## config.mk

```make
export PLATFORM = sky130hd
export DESIGN_NAME = rf_wr_arbiter
export DESIGN_NICKNAME = d
export VERILOG_FILES = /design/src/rtl/rf_ctrl_pkg.sv /design/src/rtl/rr_arb2.sv /design/src/rtl/rf_wr_arbiter.sv
export SDC_FILE = /design/constraint.sdc
export NUM_CORES = 1
export LEC_CHECK = 0
export ABC_AREA = 1
export BUFFER_PORTS_ARGS = -buffer_cell sky130_fd_sc_hd__buf_2
export CELL_PAD_IN_SITES_DETAIL_PLACEMENT = 1
export CELL_PAD_IN_SITES_GLOBAL_PLACEMENT = 1
export CORE_MARGIN = 5
export CORE_UTILIZATION = 30
export DETAILED_ROUTE_END_ITERATION = 12
export PLACE_DENSITY = 0.78
export SYNTH_ARGS = -nofsm -noshare
export SYNTH_HDL_FRONTEND = slang
export SYNTH_HIERARCHICAL = 1
export SYNTH_SLANG_ARGS = --single-unit
export TNS_END_PERCENT = 20
```

## constraint.sdc

```tcl
create_clock -name CLK -period 2.4 [get_ports CLK]
set_input_delay 0.48 -clock CLK [delete_from_list [all_inputs] [get_ports CLK]]
set_output_delay 0.48 -clock CLK [all_outputs]
set_load 0.02 [all_outputs]
```

## src/rtl/rf_ctrl_pkg.sv

```systemverilog
// Shared definitions for the register-file controllers: FSM encoding and
// the two-requester round-robin pointer.
package rf_ctrl_pkg;

    typedef enum logic {
        ST_INIT = 1'b0,
        ST_RUN  = 1'b1
    } rf_state_e;

    localparam int RR_PTR_W = 1;
    typedef logic [RR_PTR_W-1:0] rr_ptr_t;

    // After requester idx is granted, priority passes to the other one.
    function automatic rr_ptr_t rr_other(input rr_ptr_t idx);
        return ~idx;
    endfunction

endpackage

```

## src/rtl/rr_arb2.sv

```systemverilog
// Two-requester round-robin selector: a lone requester always wins, a tie
// goes to the requester the pointer names. Grant is one-hot or zero.
module rr_arb2
    import rf_ctrl_pkg::*;
(
    input  logic       valid0_i,
    input  logic       valid1_i,
    input  rr_ptr_t    ptr_i,
    output logic [1:0] gnt_o
);

    // pick requester 0 unless it is absent or loses the tie
    always_comb begin
        gnt_o = 2'b00;
        if (valid0_i && (!valid1_i || ptr_i == rr_ptr_t'(0))) begin
            gnt_o = 2'b01;
        end else if (valid1_i) begin
            gnt_o = 2'b10;
        end
    end

endmodule

```

## src/rtl/rf_wr_arbiter.sv

```systemverilog
// Write-port arbiter for a 2R1W register file. After reset or CLR it
// zeroes every entry (INIT), then arbitrates two write requesters
// round-robin (RUN). All write-port outputs are registered.
module rf_wr_arbiter
    import rf_ctrl_pkg::*;
#(
    parameter int DATA_W = 32,
    parameter int ADDR_W = 5
) (
    input  logic              CLK,
    input  logic              RESETn,
    input  logic              REQ0_VALID,
    input  logic [ADDR_W-1:0] REQ0_ADDR,
    input  logic [DATA_W-1:0] REQ0_DATA,
    output logic              REQ0_READY,
    input  logic              REQ1_VALID,
    input  logic [ADDR_W-1:0] REQ1_ADDR,
    input  logic [DATA_W-1:0] REQ1_DATA,
    output logic              REQ1_READY,
    input  logic              CLR,
    output logic              RF_WE,
    output logic [ADDR_W-1:0] RF_RW,
    output logic [DATA_W-1:0] RF_DW,
    output logic              INIT_DONE
);

    localparam logic [ADDR_W-1:0] CNT_LAST = '1;

    rf_state_e         state_q, state_d;
    logic [ADDR_W-1:0] cnt_q, cnt_d;
    rr_ptr_t           ptr_q, ptr_d;
    logic              we_q, we_d;
    logic [ADDR_W-1:0] rw_q, rw_d;
    logic [DATA_W-1:0] dw_q, dw_d;
    logic              done_q, done_d;
    logic              arb_en;
    logic [1:0]        gnt;

    // Requests are only visible to the arbiter in RUN and outside a CLR cycle,
    // so READY can never rise while the file is being re-zeroed.
    assign arb_en = (state_q == ST_RUN) && !CLR;

    rr_arb2 u_arb (
        .valid0_i (REQ0_VALID && arb_en),
        .valid1_i (REQ1_VALID && arb_en),
        .ptr_i    (ptr_q),
        .gnt_o    (gnt)
    );

    assign REQ0_READY = gnt[0];
    assign REQ1_READY = gnt[1];
    assign RF_WE      = we_q;
    assign RF_RW      = rw_q;
    assign RF_DW      = dw_q;
    assign INIT_DONE  = done_q;

    // state register
    always_ff @(posedge CLK or negedge RESETn) begin
        if (!RESETn) state_q <= ST_INIT;
        else         state_q <= state_d;
    end

    // next state: INIT ends with its final write, CLR in RUN restarts INIT
    always_comb begin
        state_d = state_q;
        case (state_q)
            ST_INIT: if (cnt_q == CNT_LAST) state_d = ST_RUN;
            ST_RUN:  if (CLR)               state_d = ST_INIT;
            default:                        state_d = ST_INIT;
        endcase
    end

    // outputs: init sweep, granted write, or idle hold of address/data
    always_comb begin
        cnt_d  = cnt_q;
        ptr_d  = ptr_q;
        we_d   = 1'b0;
        rw_d   = rw_q;
        dw_d   = dw_q;
        done_d = (state_d == ST_RUN);
        case (state_q)
            ST_INIT: begin
                we_d  = 1'b1;
                rw_d  = cnt_q;
                dw_d  = '0;
                cnt_d = cnt_q + 1'b1;
            end
            ST_RUN: begin
                cnt_d = '0;
                if (gnt[0]) begin
                    we_d = 1'b1;
                    rw_d = REQ0_ADDR;
                    dw_d = REQ0_DATA;
                end else if (gnt[1]) begin
                    we_d = 1'b1;
                    rw_d = REQ1_ADDR;
                    dw_d = REQ1_DATA;
                end
                if (|gnt) ptr_d = rr_other(rr_ptr_t'(gnt[1]));
            end
            default: cnt_d = '0;
        endcase
    end

    // counter, pointer and write-port registers
    always_ff @(posedge CLK or negedge RESETn) begin
        if (!RESETn) begin
            cnt_q  <= '0;
            ptr_q  <= '0;
            we_q   <= 1'b0;
            rw_q   <= '0;
            dw_q   <= '0;
            done_q <= 1'b0;
        end else begin
            cnt_q  <= cnt_d;
            ptr_q  <= ptr_d;
            we_q   <= we_d;
            rw_q   <= rw_d;
            dw_q   <= dw_d;
            done_q <= done_d;
        end
    end

endmodule

```

* Yosys cells after proc, flatten, opt, wreduce, memory -nomap -nowiden
Cells that the tools add are included.
Word-level totals: bits in registers 45, input port bits 79, word-level logic and storage cells 36, output and inout port bits 41
Operators by class: mux-type cells 15, reductions and logical operators 9, bitwise logic cells 3, eq/ne operators 2, add/sub/neg operators 1
Operators with widths (count):
- $mux W32 | 2
- $pmux W32 S2 | 1
- $pmux W5 S2 | 2
- $mux W5 | 2
- $add A5 B1 Y5 const B | 1
- $eq A5 B5 Y1 const B | 1
- $logic_and A1 B1 Y1 | 4
- $mux W1 | 4
- $mux W2 | 2
- $pmux W1 S2 | 2
- $ne A3 B1 Y1 const B | 1
- $not A1 Y1 | 3
- $logic_not A1 Y1 | 2
- $reduce_and A2 Y1 | 1
- $reduce_or A2 Y1 | 1
- $logic_or A1 B1 Y1 | 1

* Logic depth before layout (Yosys ltp)
depth after elaboration 10, gate-level depth with buffers 11, depth with buffers taken out 10

* Cells and area by module
The synthesis kept the hierarchy.
Modules (own cells, without submodules):
- rf_wr_arbiter | cells an instance 318, sequential area each 1126.1 um2, area each 2257.2 um2, times used 1
- rr_arb2 | cells an instance 4, sequential area each 0.0 um2, area each 27.5 um2, times used 1

* Least setup slack after synthesis
Ideal clock, no wire load.
path kind register to register, start reg INIT_DONE (netlist name), end reg dw_q[0] (netlist: RF_DW[0]), data required time 2.335 ns, buffers on the path 1, data arrival time 2.047 ns, cell stages (with the launch flop) 10, library setup time 0.065 ns, setup slack 0.288 ns, cell sequence dfrtp_1 > inv_2 > or2_2 > nor2_1 > a21boi_2 > nor2_4 > nor2_4 > buf_2 > nand2_1 > nand2_1
RTL lines:
- to (signal assigned) | line rf_wr_arbiter.sv:119 | dw_q <= dw_d;
- to (decl) | line rf_wr_arbiter.sv:34 | logic [DATA_W-1:0] dw_q, dw_d;

==> impl_metrics.ini <==
[clock_tree]
clock_insertion_delay_at_the_later_pin_of_the_skew_report_ns = 0.29
cts.root.buffer_cell = sky130_fd_sc_hd__clkbuf_8
worst_setup_hold_path_clk_slew_ns = 0.08
cts_buffers = 5
tritoncts = yes
cts_h_tree_depth = 2
clock_sink_count = 45
post_cts_buffers = 0
largest_buffer_count_on_any_clock_path = 2

[route]
detail_route.wirelength_um = 7292
drt_iter0_markers = 36
antenna_left = 0
drt-pass1-iter-count = 4
residual_drc = 0
avgRoutedWirePerCell_um = 13.45
via_count = 2354
vias_per_cell = 4.343

[global_route]
grt_start_max_net_pins = 38
antenna_violations_before_repair = 1
grt_pass1_wl_um = 12340
grt_util_all_layers = 0.1571
via_count_of_the_first_global_routing_pass = 2508
globalRouteOverflowTotal = 0

[synthesis]
yosys-top-cells-area = sky130_fd_sc_hd__dfrtp_1 (49%), sky130_fd_sc_hd__nand2_1 (36%), sky130_fd_sc_hd__nand3_1 (2.2%)
synth.ff_latch_count = 45
cell_count_after_synthesis = 322
post_synth_and_or_nand_nor_area_fraction = 0.4129
synth_top_area_share = 0.4929
synthMuxAreaShare = 0
postSynthNetCount = 403
postSynthAreaPerCell_um2 = 7.095
synth_compound_gate_area_share = 0.02191
synth_warnings = 6
synth_area_um2 = 2285
synth_top_family_by_area = simple AND/OR/NAND/NOR gates
share_of_synthesized_cell_area_in_full_adder_half_adder_and_majority_cells = 0.01095
netlist.top_cell.by_area = sky130_fd_sc_hd__dfrtp_1
synth_seq_area_share = 0.4929
synth-xor-area-share = 0
yosysUniqueCellTypes = 18

[power]
power.total_uw = 2003
vdd.ir_drop.worst_v = 0.0003360
p_per_area_nw_per_um2 = 656.8
leakage_uw = 0.001916

[placed_design]
placedCellCount = 533
hpwlAfterDp_um = 5547
gpl.final_weighted_congestion = 0.7564
buffer_ports.inserted = 119

[final_layout]
utilization_after_layout = 0.4161
multi_input_area_um2 = 1028
mostFrequentLayoutCells = sky130_fd_sc_hd__nand2_1 (220), sky130_fd_sc_hd__buf_2 (119), sky130_fd_sc_hd__dfrtp_1 (45), sky130_fd_sc_hd__nand3_1 (10), sky130_fd_sc_hd__inv_1 (8)
seq_area_um2 = 1126
num-nets-final = 522
final_layout_size_suffix_gt1_frac = 0.3190
most_frequent_standard_cell_in_the_layout_excluding_fill_and_tap_cells = sky130_fd_sc_hd__nand2_1
stdcell_count = 542
layout-area-overhead-vs-synth_pct = 33.52
num-fill-cells = 1006

[timing]
layout_min_cycle_time_ns = 2.307
timing_hold_violations_final = 0
final-max-slew-violation-count = 0
skew_ns = 0.002553
number_of_endpoints_failing_setup_at_the_final_stage = 0
post-route-period-util = 0.9614
maxClockFrequency_mhz = 433.4
relSlewSlack = 0.5534
worstMarginPinSlew_ns = 0.6690

[setup_path]
startpoint_type = flip-flop
cp_slowest_cell = sky130_fd_sc_hd__dfrtp_1
worst_path_largest_cell_delay_ns = 0.37
cp-end-kind = primary output
crit_fanout = 10
worst-endpoint-required_ns = 1.92
cp_data_arrival_time_ns = 1.83
setup.reg_to_reg.worst_slack_ns = 0.23
ordered_cell_list_for_the_critical_path = inv_2, or2_2, nor2_1, a21boi_4, buf_2
critical_path_class = flip-flop to primary output
depth_of_the_worst_register_to_register_path = 9

[hold_path]
worst_min_path_class = primary input to async pin

[die]
die_area_um2 = 9460
fp-row-count = 31
start_util = 0.3117
core-area_um2 = 7331
die_width_um = 97.27
floorplan.die.height_um = 97.27
pin_count = 120

[outcome]
status = finished, final reports clean

[run]
cap_viol_max_count = 0
[synthesized netlist by cell type]
cell type,number
sky130_fd_sc_hd__or2_2,1
sky130_fd_sc_hd__nand2_2,1
sky130_fd_sc_hd__nand2_1,220
sky130_fd_sc_hd__nand3_1,10
sky130_fd_sc_hd__buf_4,4
sky130_fd_sc_hd__inv_2,3
sky130_fd_sc_hd__ha_1,2
sky130_fd_sc_hd__nand4_1,1
sky130_fd_sc_hd__inv_1,8
sky130_fd_sc_hd__dfrtp_1,45
sky130_fd_sc_hd__a21oi_2,1
sky130_fd_sc_hd__nor2_1,7
sky130_fd_sc_hd__nor2_4,2
sky130_fd_sc_hd__a21boi_2,1
sky130_fd_sc_hd__buf_6,3
sky130_fd_sc_hd__a21oi_1,3
sky130_fd_sc_hd__buf_2,7
sky130_fd_sc_hd__o21ai_0,3
[sequential cells by signal, indices dropped and copies added, names as in the netlist]
name	count
ptr_q	1
INIT_DONE	1
RF_WE	1
cnt_q	5
RF_RW	5
RF_DW	32
[power breakdown]
| group | total [uW] | internal [uW] | switching [uW] |
|---|---|---|---|
| combinational | 602 | 215 | 388 |
| sequential | 941 | 863 | 78.1 |
| clock | 461 | 208 | 253 |
| total | 2000 | 1280 | 719 |
[worst max-delay path: cells and delay by family, from the launching register on]
kind                   cells  cell delay [ns]
and+or+nand+nor            2             0.54
DFF                        1             0.37
buffers and inverters      2             0.32
AOI/OAI and AO/OA          1             0.31
[per-layer routing]
metal	track usage	share of wire	wire length, um
met5	0	0	0
met4	0.03834	0.0084	61
met3	0.05169	0.069	505
met2	0.2718	0.49	3574
met1	0.1888	0.43	3149
[path summary, 6_finish.rpt]
check / start / end
worst min-delay path: RESETn / RF_DW[2]
worst max register to register: INIT_DONE / RF_DW[13]
worst min register to register: RF_DW[26] / RF_DW[26]
worst max-delay path: INIT_DONE / REQ0_READY
max in group asynchronous: RESETn / RF_DW[11]
min in group CLK: RF_DW[26] / RF_DW[26]
[kinds of logic after synthesis]
| logic type | count (synthesis) |
|---|---|
| simple gates | 242 |
| flops | 45 |
| buf+inv | 25 |
| compound gates | 8 |
| fa+ha+maj | 2 |
[metrics by stage]
step / cell area [um^2] / setup TNS, ns / setup WS, ns / hold slack (ns)
finish: 3050 / 0 / 0.09252 / 0.1567
global route: 3050 / -0.0002478 / -0.0002478 / 0.1937
CTS: 3045 / 0 / 0.06385 / 0.1656
detailed placement: 2965 / 0 / 0.04923 / 0.4535
global placement: 2965 / 0 / 0.1991 / 0.4486
floorplan: 2285 / 0 / 0.2881 / 0.1844
[cell type report]
class                   instances  share of cell area
diodes                          1           0.0008203
well taps                      99             0.04061
inverters                      11             0.01354
multi-input cells             252              0.3372
repair buffers                126              0.2125
clock buffers                   8             0.02625
flip-flops and latches         45              0.3692
[what timing repair did]
action,CTS,global route
hold buffers,0,0
resized for setup,0,1
endpoints found under the setup margin,0,1
Note: power is estimated with default switching activity, not from simulation.
